[src/rtl/alu_li_sequencer_if.sv]
// Shared ALU op encoding and the load-constant request channel
// (valid/ready handshake) for the ALU_LI sequencer.
package alu_li_pkg;
  typedef enum logic [3:0] {
    ALU_CL  = 4'h0,
    ALU_ADD = 4'h1,
    ALU_SUB = 4'h2,
    ALU_AND = 4'h3,
    ALU_OR  = 4'h4,
    ALU_XOR = 4'h5,
    ALU_LI  = 4'h6
  } alu_op_e;
endpackage

interface alu_li_req_if #(
  parameter int DATA_W = 16
);
  logic              req_valid;
  logic              req_ready;
  logic [DATA_W-1:0] req_imm;
  logic [DATA_W-1:0] req_base;
  logic [3:0]        req_mask;

  modport master (
    output req_valid,
    output req_imm,
    output req_base,
    output req_mask,
    input  req_ready
  );

  modport slave (
    input  req_valid,
    input  req_imm,
    input  req_base,
    input  req_mask,
    output req_ready
  );
endinterface

[src/rtl/alu_li_sequencer.sv]
// Builds a 16-bit constant one nibble per cycle through the shared
// execute ALU using ALU_LI, then reports it with a done pulse.
module alu_li_sequencer
  import alu_li_pkg::*;
#(
  parameter int DATA_W = 16
) (
  input  logic              clk,
  input  logic              n_rst,
  input  logic              flush,
  alu_li_req_if.slave       req,
  output alu_op_e           alu_op,
  output logic [DATA_W-1:0] alu_op0,
  output logic [DATA_W-1:0] alu_op1,
  input  logic [DATA_W-1:0] alu_result,
  output logic              busy,
  output logic              done_valid,
  output logic [DATA_W-1:0] done_value
);

  typedef enum logic [1:0] {
    IDLE = 2'd0,
    STEP = 2'd1,
    DONE = 2'd2
  } state_e;

  state_e            state_q, state_d;
  logic [DATA_W-1:0] acc_q, acc_d;
  logic [DATA_W-1:0] imm_q, imm_d;
  logic [3:0]        mask_q, mask_d;
  logic [1:0]        idx_q, idx_d;
  logic [DATA_W-1:0] dval_q, dval_d;

  logic [3:0]        mask_rest;
  logic [3:0]        nib;

  function automatic logic [1:0] low_bit(
    input logic [3:0] m
  );
    logic [1:0] r;
    r = 2'd3;
    if (m[0])      r = 2'd0;
    else if (m[1]) r = 2'd1;
    else if (m[2]) r = 2'd2;
    return r;
  endfunction

  // Nibbles are issued in ascending order, so every bit left
  // after clearing idx lies above it.
  assign mask_rest = mask_q & ~(4'b0001 << idx_q);
  assign nib       = imm_q[{idx_q, 2'b00} +: 4];

  always_comb begin
    state_d       = state_q;
    acc_d         = acc_q;
    imm_d         = imm_q;
    mask_d        = mask_q;
    idx_d         = idx_q;
    dval_d        = dval_q;
    alu_op        = ALU_CL;
    alu_op0       = '0;
    alu_op1       = '0;
    req.req_ready = 1'b0;
    done_valid    = 1'b0;
    unique case (state_q)
      IDLE: begin
        req.req_ready = ~flush;
        if (req.req_valid && !flush) begin
          acc_d  = req.req_base;
          imm_d  = req.req_imm;
          mask_d = req.req_mask;
          if (req.req_mask != 4'b0) begin
            idx_d   = low_bit(req.req_mask);
            state_d = STEP;
          end else begin
            state_d = DONE;
          end
        end
      end
      STEP: begin
        alu_op  = ALU_LI;
        alu_op0 = acc_q;
        alu_op1 = {{(DATA_W-6){1'b0}}, idx_q, nib};
        acc_d   = alu_result;
        mask_d  = mask_rest;
        idx_d   = low_bit(mask_rest);
        if (mask_rest == 4'b0) state_d = DONE;
        if (flush)             state_d = IDLE;
      end
      DONE: begin
        done_valid = ~flush;
        if (!flush) dval_d = acc_q;
        state_d = IDLE;
      end
      default: state_d = IDLE;
    endcase
  end

  always_ff @(posedge clk or negedge n_rst) begin
    if (!n_rst) begin
      state_q <= IDLE;
      acc_q   <= '0;
      imm_q   <= '0;
      mask_q  <= '0;
      idx_q   <= '0;
      dval_q  <= '0;
    end else begin
      state_q <= state_d;
      acc_q   <= acc_d;
      imm_q   <= imm_d;
      mask_q  <= mask_d;
      idx_q   <= idx_d;
      dval_q  <= dval_d;
    end
  end

  assign busy       = (state_q != IDLE);
  assign done_value = (state_q == DONE) ? acc_q : dval_q;

endmodule
[src/flat_wrapper.sv]
// flat-port wrapper written by rule: the top's interface ports become plain ports
module alu_li_sequencer_flat import alu_li_pkg::*;
#(
  parameter int DATA_W = 16
)
  (clk, n_rst, flush, alu_op, alu_op0, alu_op1, alu_result, busy, done_valid, done_value, req_req_valid, req_req_imm, req_req_base, req_req_mask, req_req_ready);
  alu_li_req_if #(.DATA_W(DATA_W)) req_i ();
  input  logic clk;
  input  logic n_rst;
  input  logic flush;
  output alu_op_e alu_op;
  output logic [DATA_W-1:0] alu_op0;
  output logic [DATA_W-1:0] alu_op1;
  input  logic [DATA_W-1:0] alu_result;
  output logic busy;
  output logic done_valid;
  output logic [DATA_W-1:0] done_value;
  input wire logic [$bits(req_i.req_valid)-1:0] req_req_valid;
  input wire logic [$bits(req_i.req_imm)-1:0] req_req_imm;
  input wire logic [$bits(req_i.req_base)-1:0] req_req_base;
  input wire logic [$bits(req_i.req_mask)-1:0] req_req_mask;
  output wire logic [$bits(req_i.req_ready)-1:0] req_req_ready;
  assign req_i.req_valid = req_req_valid;
  assign req_i.req_imm = req_req_imm;
  assign req_i.req_base = req_req_base;
  assign req_i.req_mask = req_req_mask;
  assign req_req_ready = req_i.req_ready;
  alu_li_sequencer #(.DATA_W(DATA_W)) u_core (.clk(clk), .n_rst(n_rst), .flush(flush), .req(req_i), .alu_op(alu_op), .alu_op0(alu_op0), .alu_op1(alu_op1), .alu_result(alu_result), .busy(busy), .done_valid(done_valid), .done_value(done_value));
endmodule
[config.mk]
export PLATFORM = sky130hd
export DESIGN_NAME = alu_li_sequencer_flat
export DESIGN_NICKNAME = d
export VERILOG_FILES = /design/src/rtl/alu_li_sequencer_if.sv /design/src/rtl/alu_li_sequencer.sv /design/src/flat_wrapper.sv
export SDC_FILE = /design/constraint.sdc
export NUM_CORES = 1
export LEC_CHECK = 0
export ABC_AREA = 1
export CORE_MARGIN = 5
export CORE_UTILIZATION = 30
export DETAILED_ROUTE_END_ITERATION = 12
export PLACE_DENSITY = 0.63
export SETUP_SLACK_MARGIN = 0.02
export SYNTH_ARGS = -nofsm -noshare
export SYNTH_HDL_FRONTEND = slang
export SYNTH_SLANG_ARGS = --single-unit
[constraint.sdc]
create_clock -name clk -period 3 [get_ports clk]
set_input_delay 0.3 -clock clk [delete_from_list [all_inputs] [get_ports clk]]
set_output_delay 0.3 -clock clk [all_outputs]
set_load 0.005 [all_outputs]
Word-level counts from Yosys, hierarchy flattened
Cells that the tools add are included.
Storage, ports and cells
  input port bits: 56
  logic and storage cells: 52
  bits in registers: 56
  output and inout port bits: 55
Operators by class
  bitwise gates (word level): 3
  shifts and indexed selects: 2
  eq/ne operators: 5
  reductions and logical operators: 12
  multiplexer cells: 24
Operator list (count)
  two-way mux 16 bit: 3
  case mux 16 bit (2 select lines): 1
  two-way mux 2 bit: 10
  variable part select 16 x 5 -> 4 bit: 1
  case mux 2 bit (2 select lines): 2
  case mux 4 bit (2 select lines): 1
  AND reduction 2 bit: 4
  two-way mux 6 bit: 1
  bitwise AND 4 bit: 1
  logical NOT 4 bit: 1
  two-way mux 1 bit: 4
  two-way mux 4 bit: 1
  inequality test 2 x 1 -> 1 bit, second input constant: 2
  NOT 4 bit: 1
  nonzero test 2 bit: 2
  nonzero test 4 bit: 1
  << shifter 1 x 2 -> 4 bit, first input constant: 1
  two-way mux 3 bit: 1
  inequality test 3 x 2 -> 1 bit, second input constant: 1
  AND reduction 3 bit: 1
  == test 2 x 1 -> 1 bit, second input constant: 1
  == test 2 bit, second input constant: 1
  logical NOT 2 bit: 1
  logical AND 1 bit: 1
  other kinds (2): 2

Logic depth before layout (Yosys ltp)
Gate-level depths: netlist (run 1).
  word-level depth: 7
  depth in mapped cells: 9

Worst setup path after synthesis (run 1)
No wires, ideal clock.
  path type: register -> output
  from: register u_core.state_q[1]
  to: output alu_op1[2]
  cell stages (with the launch flop): 6
  slack: 1530 ps
  path buffers: 2
  data arrival time: 1170 ps
  cell sequence: dfrtp_1 > nor2_4 > inv_2 > buf_6 > buf_6 > a41oi_1
Between the ends
  word-level cells in the longest chain between the ends: 2
Ends and longest elaborated chain
  start, declared: RTL line alu_li_sequencer.sv:27  | state_e state_q, state_d;
  start signal, assigned: RTL line alu_li_sequencer.sv:108  | state_q <= state_d;
  == test 2 x 1 -> 1 bit: RTL line alu_li_sequencer.sv:65  | unique case (state_q)
  two-way mux 6 bit: RTL line alu_li_sequencer.sv:65
  end, declared: RTL line flat_wrapper.sv:13  | output logic [DATA_W-1:0] alu_op1;
No other way between the ends.

Worst setup path in the final report (run 1)
  from: register u_core.idx_q[0]
  to: output alu_op1[0]
Between the ends
  word-level cells in the longest chain between the ends: 2
Ends and longest elaborated chain
  start, declared: RTL line alu_li_sequencer.sv:31  | logic [1:0] idx_q, idx_d;
  start signal, assigned: RTL line alu_li_sequencer.sv:112  | idx_q <= idx_d;
  variable part select 16 x 5 -> 4 bit: RTL line alu_li_sequencer.sv:51  | assign nib = imm_q[{idx_q, 2'b00} +: 4];
  two-way mux 6 bit: RTL line alu_li_sequencer.sv:65
No other way between the ends.

==> metrics.md, run 1 <==
| Metric | Value |
|---|---|
| Final Setup Violations | 0 |
| DRC violations left | 0 |
| Slew Limit Fails | 0 |
| Relative slew slack | approximately 55% |
| IO Count | roughly 110 |
| Crit path required time | 2.70 ns |
| Status | finished clean |
| Die Wd | 109.4 um |
| Library cells used by synthesis | 27 |
| Area of the die | 0.01198 mm^2 |
| Final Skew | roughly 0.0048 ns |
| Layout cells sized above 1 | 11.56% |
| Post-layout minimum cycle time | about 2.4 ns |
| Layout Utilization | around two fifths |
| Post-DP Area | 0.003949 mm^2 |
| NumNets Final | about 500 |
| Most common cell after layout, fill and taps aside | clkdlybuf4s50_1 |
| Congestion Overflow GR | 0 |
| Post-CTS setup buffer count | 0 |
| Crit path depth | 4 |
| Vias in the first global route | 2593 |
| CP top delay family | buffers and inverters |
| Crit-path slowest cell | clkdlybuf4s50_1 |
| Most frequent cells in the layout | clkdlybuf4s50_1, nand2_1, dfrtp_1 |
| Row cnt | 36 |
| Synth Cell Area | 0.002967 mm^2 |
| CP arrival | 2.07 ns |
| P per Cell Area | 989.1 mW/mm^2 |
| CTS buffer count | 5 |
| Post-DP HPWL | 6139 um |
| Number of routed nets with antenna violations | 0 |
| Die Span Y | 109.4 um |
| Tightest Pin Transition | 0.6777 ns |
| P_leak | 1.846 nW |
| Gate Count Post-Synth | 350 |
| Critical-path maximum fanout | 14 |
| Yosys top cell area share | 47.24% |
| Initial DRC Count | 105 |
| First-pass GRT wire length | between 10000 and 15000 um |
| Largest net degree at the start of global routing | 42 |
| Root buffer cell | clkbuf_8 |
| Dpl cells | 565 |
| Synth top area cells | dfrtp_1, nand2_1, nor2_1 |
| Tcrit/Tclk final | roughly 80% |
| DR WL/cell | between 10 and 15 um |
| Pre-CTS setup slack | 0.9785 ns |
| Count of input and output buffers | 98 |
| Yosys reg bits | 56 |
| Via-per-instance ratio | approximately 4.5 |
| CTS tree | built |
| Drt total wl | 7894 um |
| P&R area growth vs syn | 37.07% |
| Routability congestion estimate | 0.8884 |
| Htree depth | 2 |
| Initial core utilization | 30.49% |
| Area leader, netlist | dfrtp_1 |
| Worst path buffer plus inverter count | 1 |
| Reg2Reg Depth | 7 |
| Clk slew on worst S/H paths | 0.10 ns |
| IR drop worst, VDD | 0.4414 mV |
| Layout Cells excl Fill | 574 |
| Startpoint class of the critical path | flop |
| GR Util All Layers | 13.37% |
| Slack of the critical path | ~0.63 ns |
| Seq/Total Area, Yosys | around 47% |
| CP max stage delay | 0.54 ns |
| Cts repair resizes | 0 |
| Worst-Skew Late Latency | 0.30 ns |
| FMAX | 422.3 MHz |
| Mapped Avg Cell Area | 8.476 um^2 |
| Yosys Warn Count | 0 |
| Setup TNS | 0 ns |
| DRT Pass-1 Iters | 5 |
| Vias post-DR | approximately 2600 |
| Finished Cell Area | 0.004066 mm^2 |
| Hold_buf cts | 1 |
| Initial antenna violation count | 0 |
| Crit Path Class | flop to output port |
| Clk sinks | 56 |
| Core footprint | 0.009729 mm^2 |
| Clock Tree Buf Depth | 2 |
| Endpoints failing hold | 0 |
| RSZ-0062 raised after global routing | no |
| Worst Setup End Kind | output port |
| Critical Path, Cell by Cell | nor2_1 > nand2_1 > a41oi_1 > clkdlybuf4s50_1 |
| Max_cap viols | 0 |
| Min-Delay Path Class | input port to asynchronous set/reset pin |
| # diodes | 0 |
==> where the power goes <==
part | internal (mW) | switching (mW) | leakage, nW
clock | 0.248 | 0.237 | 0.0552
combinational | 1.08 | 1.08 | 1.13
sequential | 1.13 | 0.237 | 0.661
==> final timing paths <==
check	from	to	slack, ns
worst max-delay path	u_core.idx_q[0]	alu_op1[0]	0.63
worst min-delay path	n_rst	u_core.imm_q[1]	0.48
worst max register to register	u_core.state_q[0]	u_core.mask_q[2]	1.01
worst min register to register	u_core.dval_q[9]	u_core.dval_q[9]	0.49
max in group asynchronous	n_rst	u_core.acc_q[14]	1.67
min in group clk	u_core.dval_q[9]	u_core.dval_q[9]	0.49
==> synthesized netlist by cell type <==
cell type and instances:
a21oi_1 6, a31oi_1 5, a41oi_1 4, buf_2 5, buf_4 16, buf_6 7
clkbuf_1 4, conb_1 1, dfrtp_1 56, inv_1 31, inv_2 3, mux2_1 2
mux2_2 14, nand2_1 72, nand2_2 2, nand3_1 10, nand4_1 1, nor2_1 49
nor2_2 2, nor2_4 1, nor3_1 2, o211ai_1 1, o21ai_0 26, o21ai_1 3
o21ai_2 16, o22ai_1 10, or2_1 1
==> cells by family (layout without fill, tap and decap cells) <==
group	count (synthesis)	in the layout	share of synthesized area [%]
and+or+nand+nor	140	140	18.98
buffers and inverters	66	146	12.36
other	1	12	0.1264
DFF	56	56	47.24
muxes	16	16	6.073
AOI/OAI and AO/OA	71	71	15.23
==> registers in the layout (all words and copies together), names as in the netlist <==
register,count
u_core.acc_q,16
u_core.imm_q,16
u_core.mask_q,4
u_core.dval_q,16
u_core.idx_q,2
u_core.state_q,2
==> metal layers <==
layer  up-vias  global-route usage, %  wire length [um]
li1       1291                      -                 -
met1      1213                  16.67              3331
met2        93                  22.58              3784
met3        12                  4.345               668
met4         0                  2.939               108
met5         -                      0                 0
==> metrics by stage <==
| step | hold slack (ns) | total power [mW] |
|---|---|---|
| finish | 0.4844 | 4.022 |
| global route | 0.5121 | 4.392 |
| CTS | 0.4852 | 4.087 |
| detailed placement | 0.2890 | 3.581 |
| global placement | 0.2836 | 3.546 |
| floorplan | 0.004409 | 2.620 |
==> final cells by class <==
| class | count | area, um^2 |
|---|---|---|
| flip-flops and latches | 56 | 1401 |
| inverters | 34 | 127.6 |
| fillers | 985 | 5663 |
| repair buffers | 104 | 1023 |
| clock inverters | 2 | 35.03 |
| well taps | 133 | 166.4 |
| multi-input cells | 239 | 1240 |
| clock buffers | 6 | 72.57 |
==> worst reg2reg max path, stage by stage (launching register included) <==
cell and delay (ns):
dfrtp_1 0.42, inv_1 0.10, nor2_4 0.04, inv_2 0.50, nand2_2 0.42, inv_1 0.30
nand2_1 0.07, o21ai_1 0.07
(Power assumes the default switching activity.)
==> run 2: changes to the inputs <==
--- a/config.mk
+++ b/config.mk
@@ -9,7 +9,7 @@
 export CORE_MARGIN = 5
 export CORE_UTILIZATION = 30
 export DETAILED_ROUTE_END_ITERATION = 12
-export PLACE_DENSITY = 0.63
+export PLACE_DENSITY = 0.65
 export SETUP_SLACK_MARGIN = 0.02
 export SYNTH_ARGS = -nofsm -noshare
 export SYNTH_HDL_FRONTEND = slang
==> constraint.sdc (replaced) <==
create_clock -name clk -period 2 [get_ports clk]
set_input_delay 0.2 -clock clk [delete_from_list [all_inputs] [get_ports clk]]
set_output_delay 0.2 -clock clk [all_outputs]
set_load 0.005 [all_outputs]
==> metrics.md, run 2 (synthesized netlist as in run 1, its figures left out) <==
| Metric | Value |
|---|---|
| Drt total wl | 8076 um (+2.3%) |
| Initial antenna violation count | 0 (unchanged) |
| Final Skew | 0.007859 ns (+0.003046 ns) |
| NumNets Final | 509 (+2.6%) |
| Layout Utilization | 43.26% (+1.5 points) |
| DR WL/cell | 13.78 um (+0.21%) |
| Most common cell after layout, fill and taps aside | nand2_1 |
| Fillers | 1014 (+2.9%) |
| Flop-to-flop setup slack | 0.28 ns (-0.73 ns) |
| Initial DRC Count | 109 (+3.8%) |
| Clk slew on worst S/H paths | 0.10 ns (about the same) |
| Die Wd | 109.4 um (unchanged) |
| Worst Setup End Kind | output port |
| Combinational Power Share | 55.3% (+1.5 points) |
| Min-Delay Path Class | input port to asynchronous set/reset pin |
| FMAX | 533.9 MHz |
| Crit Path Class | flop to output port |
| Number of routed nets with antenna violations | 0 (unchanged) |
| Pre-CTS setup slack | 0.1516 ns (-0.8269 ns) |
| Internal Dissipation | 3.527 mW (+43%) |
| IR drop worst, VDD | 0.6508 mV (+47%) |
| M2 GR Usage | 22.80% (+0.22 points) |
| Layout cells sized above 1 | 15.67% (+4.1 points) |
| DRT Pass-1 Iters | 4 (-1) |
| Startpoint class of the critical path | flop |
| Clock Tree Buf Depth | 2 (unchanged) |
| Core footprint | 0.009729 mm^2 (unchanged) |
| Crit path from | u_core.state_q[1] |
| First-pass GRT wire length | 12920 um (+3.0%) |
| Final Setup Violations | 0 (unchanged) |
| Vias post-DR | 2642 (+1.3%) |
| Reg2Reg Depth | 7 (unchanged) |
| Worst R2R End | u_core.mask_q[2] |
| Post-DP HPWL | 6307 um (+2.7%) |
| DRC violations left | 0 (unchanged) |
| Largest net degree at the start of global routing | 33 (-21%) |
| Root buffer cell | clkbuf_8 |
| Htree depth | 2 (unchanged) |
| Layer with the highest usage | met2 |
| Most frequent cells in the layout | nand2_1, clkdlybuf4s50_1, dfrtp_1 |
| Congestion Overflow GR | 0 (unchanged) |
| P_sw | 2.389 mW (+54%) |
| Initial core utilization | 30.49% (unchanged) |
| Critical-path maximum fanout | 5 (-9) |
| Row cnt | 36 (unchanged) |
| Post-layout minimum cycle time | 1.873 ns |
| IO Count | 111 (unchanged) |
| Clk sinks | 56 (unchanged) |
| CTS tree | built |
| Met3 Usage GRT | 4.521% (+0.18 points) |
| P&R area growth vs syn | 41.88% |
| Met1 Use GR | 17.11% (+0.44 points) |
| Count of input and output buffers | 98 (unchanged) |
| # diodes | 0 (unchanged) |
| Worst-Skew Late Latency | 0.31 ns (about the same) |
| Slack of the critical path | 0.1269 ns (-0.5053 ns) |
| Endpoints failing hold | 0 (unchanged) |
| P per Cell Area | 1405 mW/mm^2 (+42%) |
| CP arrival | 1.67 ns (-0.40 ns) |
| Max_cap viols | 0 (unchanged) |
| Die Span Y | 109.4 um (unchanged) |
| CTS buffer count | 5 (unchanged) |
| Routability congestion estimate | 0.8385 (-5.6%) |
| Clock power share | 10.3% (-1.8 points) |
| Crit path required time | 1.80 ns (-0.90 ns) |
| Status | finished clean |
| Via-per-instance ratio | 4.509 (-0.81%) |
| GR Util All Layers | 13.60% (+0.22 points) |
| Setup TNS | 0 ns (unchanged) |
| Slew Limit Fails | 0 (unchanged) |
| RSZ-0062 raised after global routing | no |
| Switching Share | 40.38% (+1.7 points) |
| Worst setup path end | req_req_ready |
| Tcrit/Tclk final | 93.66% |
| Sequential cell fraction of total power | 34.4% (+0.3 points) |
| Vias in the first global route | 2671 (+3.0%) |
| Area of the die | 0.01198 mm^2 (unchanged) |
| Worst R2R Start | u_core.state_q[1] |
| P_leak | 2.135 nW (+16%) |
| Largest registers | u_core.acc_q x16, u_core.dval_q x16, u_core.imm_q x16 |
==> run 2: changes by cell type in the layout (fill, tap and decap cells not counted), moves of 5 or more <==
cell,change
buf_4,+9
clkdlybuf4s50_1,-37
dlygate4sd2_1,+26
dlymetal6s2s_1,+11
o21ai_0,-5
o21ai_1,+5
==> run 2: worst max-delay path, stage by stage, from the launching register on <==
cell	delay (ns)
dfrtp_2	0.45
buf_4	0.15
nor2_4	0.12
inv_1	0.07
nor2_1	0.08
clkdlybuf4s50_1	0.51
==> run 2: stage by stage <==
stage	hold slack [ns]	cells	area [um^2]	total power [mW]
3_5_place_dp	0.1469	572	4039	5.488
4_1_cts	0.3346	584	4141	5.983
5_1_grt	0.3659	586	4209	6.471
2_1_floorplan	-0.09559	361	3008	3.931
3_3_place_gp	0.1365	572	4039	5.426
6_report	0.3312	586	4209	5.916
==> run 2: cell type report <==
cell class                 count  area (um^2)  share of cell area (%)
inverter                      34        130.1                   3.092
clock inverter                 2        12.51                  0.2973
tap                          133        166.4                   3.954
sequential                    56         1405                   33.38
timing repair buffer         117         1171                   27.82
multi-input combinational    239         1255                   29.82
clock buffer                   5        68.82                   1.635
==> run 2: layer usage <==
metal | routed length [um] | vias to the layer above
li1 | - | 1313
met1 | 3531 | 1240
met2 | 3866 | 81
met3 | 604 | 8
met4 | 72 | 0
met5 | 0 | -
==> run 2: what timing repair did <==
| item | in CTS | in global routing |
|---|---|---|
| resized for setup | 38 | 14 |
| buffers inserted | 4 | 1 |
| pin swaps | 1 | 0 |
| gates cloned | 0 | 1 |
| hold endpoints to repair | 14 | 0 |
| hold buffers | 1 | 0 |
| setup endpoints to repair | 37 | 14 |
==> run 2: worst min path at each step <==
| stage | end | slack (ns) | start | cells after the start |
|---|---|---|---|---|
| floorplan | u_core.acc_q[0] | -0.1 | n_rst | 0 |
| global placement | u_core.imm_q[4] | 0.14 | n_rst | 1 |
| detailed placement | u_core.imm_q[4] | 0.15 | n_rst | 1 |
| CTS | u_core.dval_q[5] | 0.33 | n_rst | 2 |
| global route | u_core.imm_q[4] | 0.37 | n_rst | 2 |
| finish | u_core.acc_q[1] | 0.33 | n_rst | 2 |
==> run 2: power by group through the flow <==
stage | clock (mW) | combinational (mW) | sequential, mW
detailed placement | 0 | 3.44 | 2.05
global placement | 0 | 3.40 | 2.03
CTS | 0.628 | 3.33 | 2.03
floorplan | 0 | 1.99 | 1.94
global route | 0.661 | 3.71 | 2.10
finish | 0.609 | 3.27 | 2.03
==> run 3: changes to the inputs <==
--- a/config.mk
+++ b/config.mk
@@ -7,9 +7,10 @@
 export LEC_CHECK = 0
 export ABC_AREA = 1
 export CORE_MARGIN = 5
-export CORE_UTILIZATION = 30
+export CORE_UTILIZATION = 40
+export CTS_CLUSTER_SIZE = 12
 export DETAILED_ROUTE_END_ITERATION = 12
-export PLACE_DENSITY = 0.65
+export PLACE_DENSITY = 0.81
 export SETUP_SLACK_MARGIN = 0.02
 export SYNTH_ARGS = -nofsm -noshare
 export SYNTH_HDL_FRONTEND = slang
==> metrics.md, run 3 (synthesized netlist as in run 1, its figures left out) <==
| Metric | Value |
|---|---|
| CP arrival | 1.66 ns (about the same) |
| Vias post-DR | 2696 (+2.0%) |
| Clk sinks | 56 (unchanged) |
| GR Util All Layers | 17.95% (+4.3 points) |
| Endpoints failing hold | 0 (unchanged) |
| Most common cell after layout, fill and taps aside | nand2_1 |
| P_leak | 2.168 nW (+1.5%) |
| Max_cap viols | 0 (unchanged) |
| Crit Path Class | flop to output port |
| Initial DRC Count | 154 (+41%) |
| Flop-to-flop setup slack | 0.30 ns (+0.02 ns) |
| Via-per-instance ratio | 4.858 (+7.7%) |
| Crit-path slowest cell | dfrtp_2 |
| Slew Limit Fails | 0 (unchanged) |
| DR WL/cell | 14.66 um (+6.4%) |
| Total power | 6.193 mW (+4.7%) |
| Most frequent cells in the layout | nand2_1, clkdlybuf4s50_1, dfrtp_1 |
| Status | finished clean |
| Critical-path maximum fanout | 16 (+11) |
| DRT Pass-1 Iters | 4 (unchanged) |
| Die Wd | 96.12 um (-12%) |
| Worst-Skew Late Latency | 0.31 ns (about the same) |
| Layout cells sized above 1 | 16.01% (+0.34 points) |
| Min-Delay Path Class | input port to asynchronous set/reset pin |
| Clk slew on worst S/H paths | 0.10 ns (about the same) |
| Core footprint | 0.007253 mm^2 (-25%) |
| Crit path required time | 1.80 ns (about the same) |
| RSZ-0062 raised after global routing | no |
| Crit path from | u_core.state_q[1] |
| Largest registers | u_core.acc_q x16, u_core.dval_q x16, u_core.imm_q x16 |
| Slack of the critical path | 0.1354 ns (+0.008556 ns) |
| Drt total wl | 8138 um (+0.77%) |
| Routability congestion estimate | 0.8180 (-2.4%) |
| Startpoint class of the critical path | flop |
| Worst R2R Start | u_core.state_q[1] |
| Count of input and output buffers | 98 (unchanged) |
| Critical Path, Cell by Cell | inv_2 > nor2_2 > inv_2 > buf_4 > clkbuf_16 > o21ai_1 > dlygate4sd2_1 |
| NumNets Final | 511 (+0.39%) |
| Worst R2R End | u_core.mask_q[1] |
| First-pass GRT wire length | 12890 um (-0.26%) |
| Post-DP HPWL | 6065 um (-3.9%) |
| Vias in the first global route | 2766 (+3.6%) |
| CTS tree | built |
| Clock Tree Buf Depth | 2 (unchanged) |
| # diodes | 0 (unchanged) |
| Crit-path most repeated cell | inv_2 |
| Final Setup Violations | 0 (unchanged) |
| Die Span Y | 96.12 um (-12%) |
| Layout Cells excl Fill | 555 (-5.3%) |
| IO Count | 111 (unchanged) |
| Initial core utilization | 40.90% (+10 points) |
| Final Skew | 0.006794 ns (-0.001065 ns) |
| Area of the die | 0.009239 mm^2 (-23%) |
| Worst setup path end | done_value[11] |
| Root buffer cell | clkbuf_8 |
| CP max stage delay | 0.42 ns (-0.09 ns) |
| Dpl cells | 536 (-6.3%) |
| Post-layout minimum cycle time | 1.865 ns (-0.008556 ns) |
| CTS buffer count | 5 (unchanged) |
| Fillers | 664 (-35%) |
| FMAX | 536.3 MHz (+0.46%) |
| Worst Setup End Kind | output port |
| Reg2Reg Depth | 7 (unchanged) |
| Initial antenna violation count | 0 (unchanged) |
| Htree depth | 2 (unchanged) |
| P per Cell Area | 1465 mW/mm^2 (+4.3%) |
| Largest net degree at the start of global routing | 57 (+73%) |
| IR drop worst, VDD | 0.6622 mV (+1.7%) |
| Number of routed nets with antenna violations | 0 (unchanged) |
| Row cnt | 31 (-14%) |
| Pre-CTS setup slack | 0.1415 ns (-0.01007 ns) |
| Congestion Overflow GR | 0 (unchanged) |
| P&R area growth vs syn | 42.47% |
| DRC violations left | 0 (unchanged) |
| Tcrit/Tclk final | 93.23% (-0.43 points) |
==> run 3: cell types whose count changed in the layout (fill, tap and decap cells not counted), sizes merged <==
cell,change
clkdlybuf4s50,+1
dlymetal6s2s,+1
clkbuf,+1
dlygate4sd2,-2
clkinvlp,-1
clkinv,-1
buf,+2
bufinv,+1
inv,+1
==> run 3: worst min path at each step <==
stage	end	slack (ns)
finish	u_core.imm_q[15]	0.40
floorplan	u_core.acc_q[0]	-0.1
detailed placement	u_core.imm_q[15]	0.22
global placement	u_core.imm_q[7]	0.22
CTS	u_core.imm_q[14]	0.42
global route	u_core.imm_q[11]	0.44
==> run 3: layout make-up <==
cell class | count | area, um^2 | area share, %
Inverter | 34 | 132.6 | 3.138
Sequential cell | 56 | 1405 | 33.24
Tap cell | 99 | 123.9 | 2.931
Timing Repair Buffer | 119 | 1199 | 28.36
Multi-Input combinational cell | 239 | 1255 | 29.69
Clock buffer | 6 | 72.57 | 1.717
Clock inverter | 2 | 38.79 | 0.9177
==> run 3: repair_timing <==
item / in CTS / in global routing
cloned: 0 / 1
gates resized for setup: 40 / 14
endpoints found under the setup margin: 35 / 12
buffers inserted: 8 / 1
hold buffers: 1 / 0
pin swaps: 1 / 1
endpoints found under the hold margin: 56 / 0
==> run 3: worst max-delay path, delay by kind of cell, from the launching register on <==
kind,cells,cell delay [ns]
buf+inv,5,0.67
flops,1,0.42
compound gates,1,0.18
simple gates,1,0.08
==> run 3: layer usage <==
layer	track usage (%)	up-vias	wire, um
li1	-	1317	-
met2	31.22	108	4147
met3	4.848	18	578
met1	21.66	1253	3236
met4	5.095	0	176
met5	0	-	0
==> run 3: metrics by stage <==
stage / utilization (%) / area [um^2] / hold WS (ns) / TNS [ns]
floorplan: - / 3008 / -0.09559 / 0
global placement: 54.89 / 3981 / 0.2203 / 0
detailed placement: 54.89 / 3981 / 0.2202 / 0
CTS: 57.31 / 4156 / 0.4161 / -0.006025
global route: 58.27 / 4227 / 0.4390 / 0
finish: 58.27 / 4227 / 0.3971 / 0
==> run 3: power by group <==
group | internal [mW] | switching [mW]
combinational | 1.63 | 1.75
clock | 0.379 | 0.376
sequential | 1.71 | 0.345
total | 3.72 | 2.47
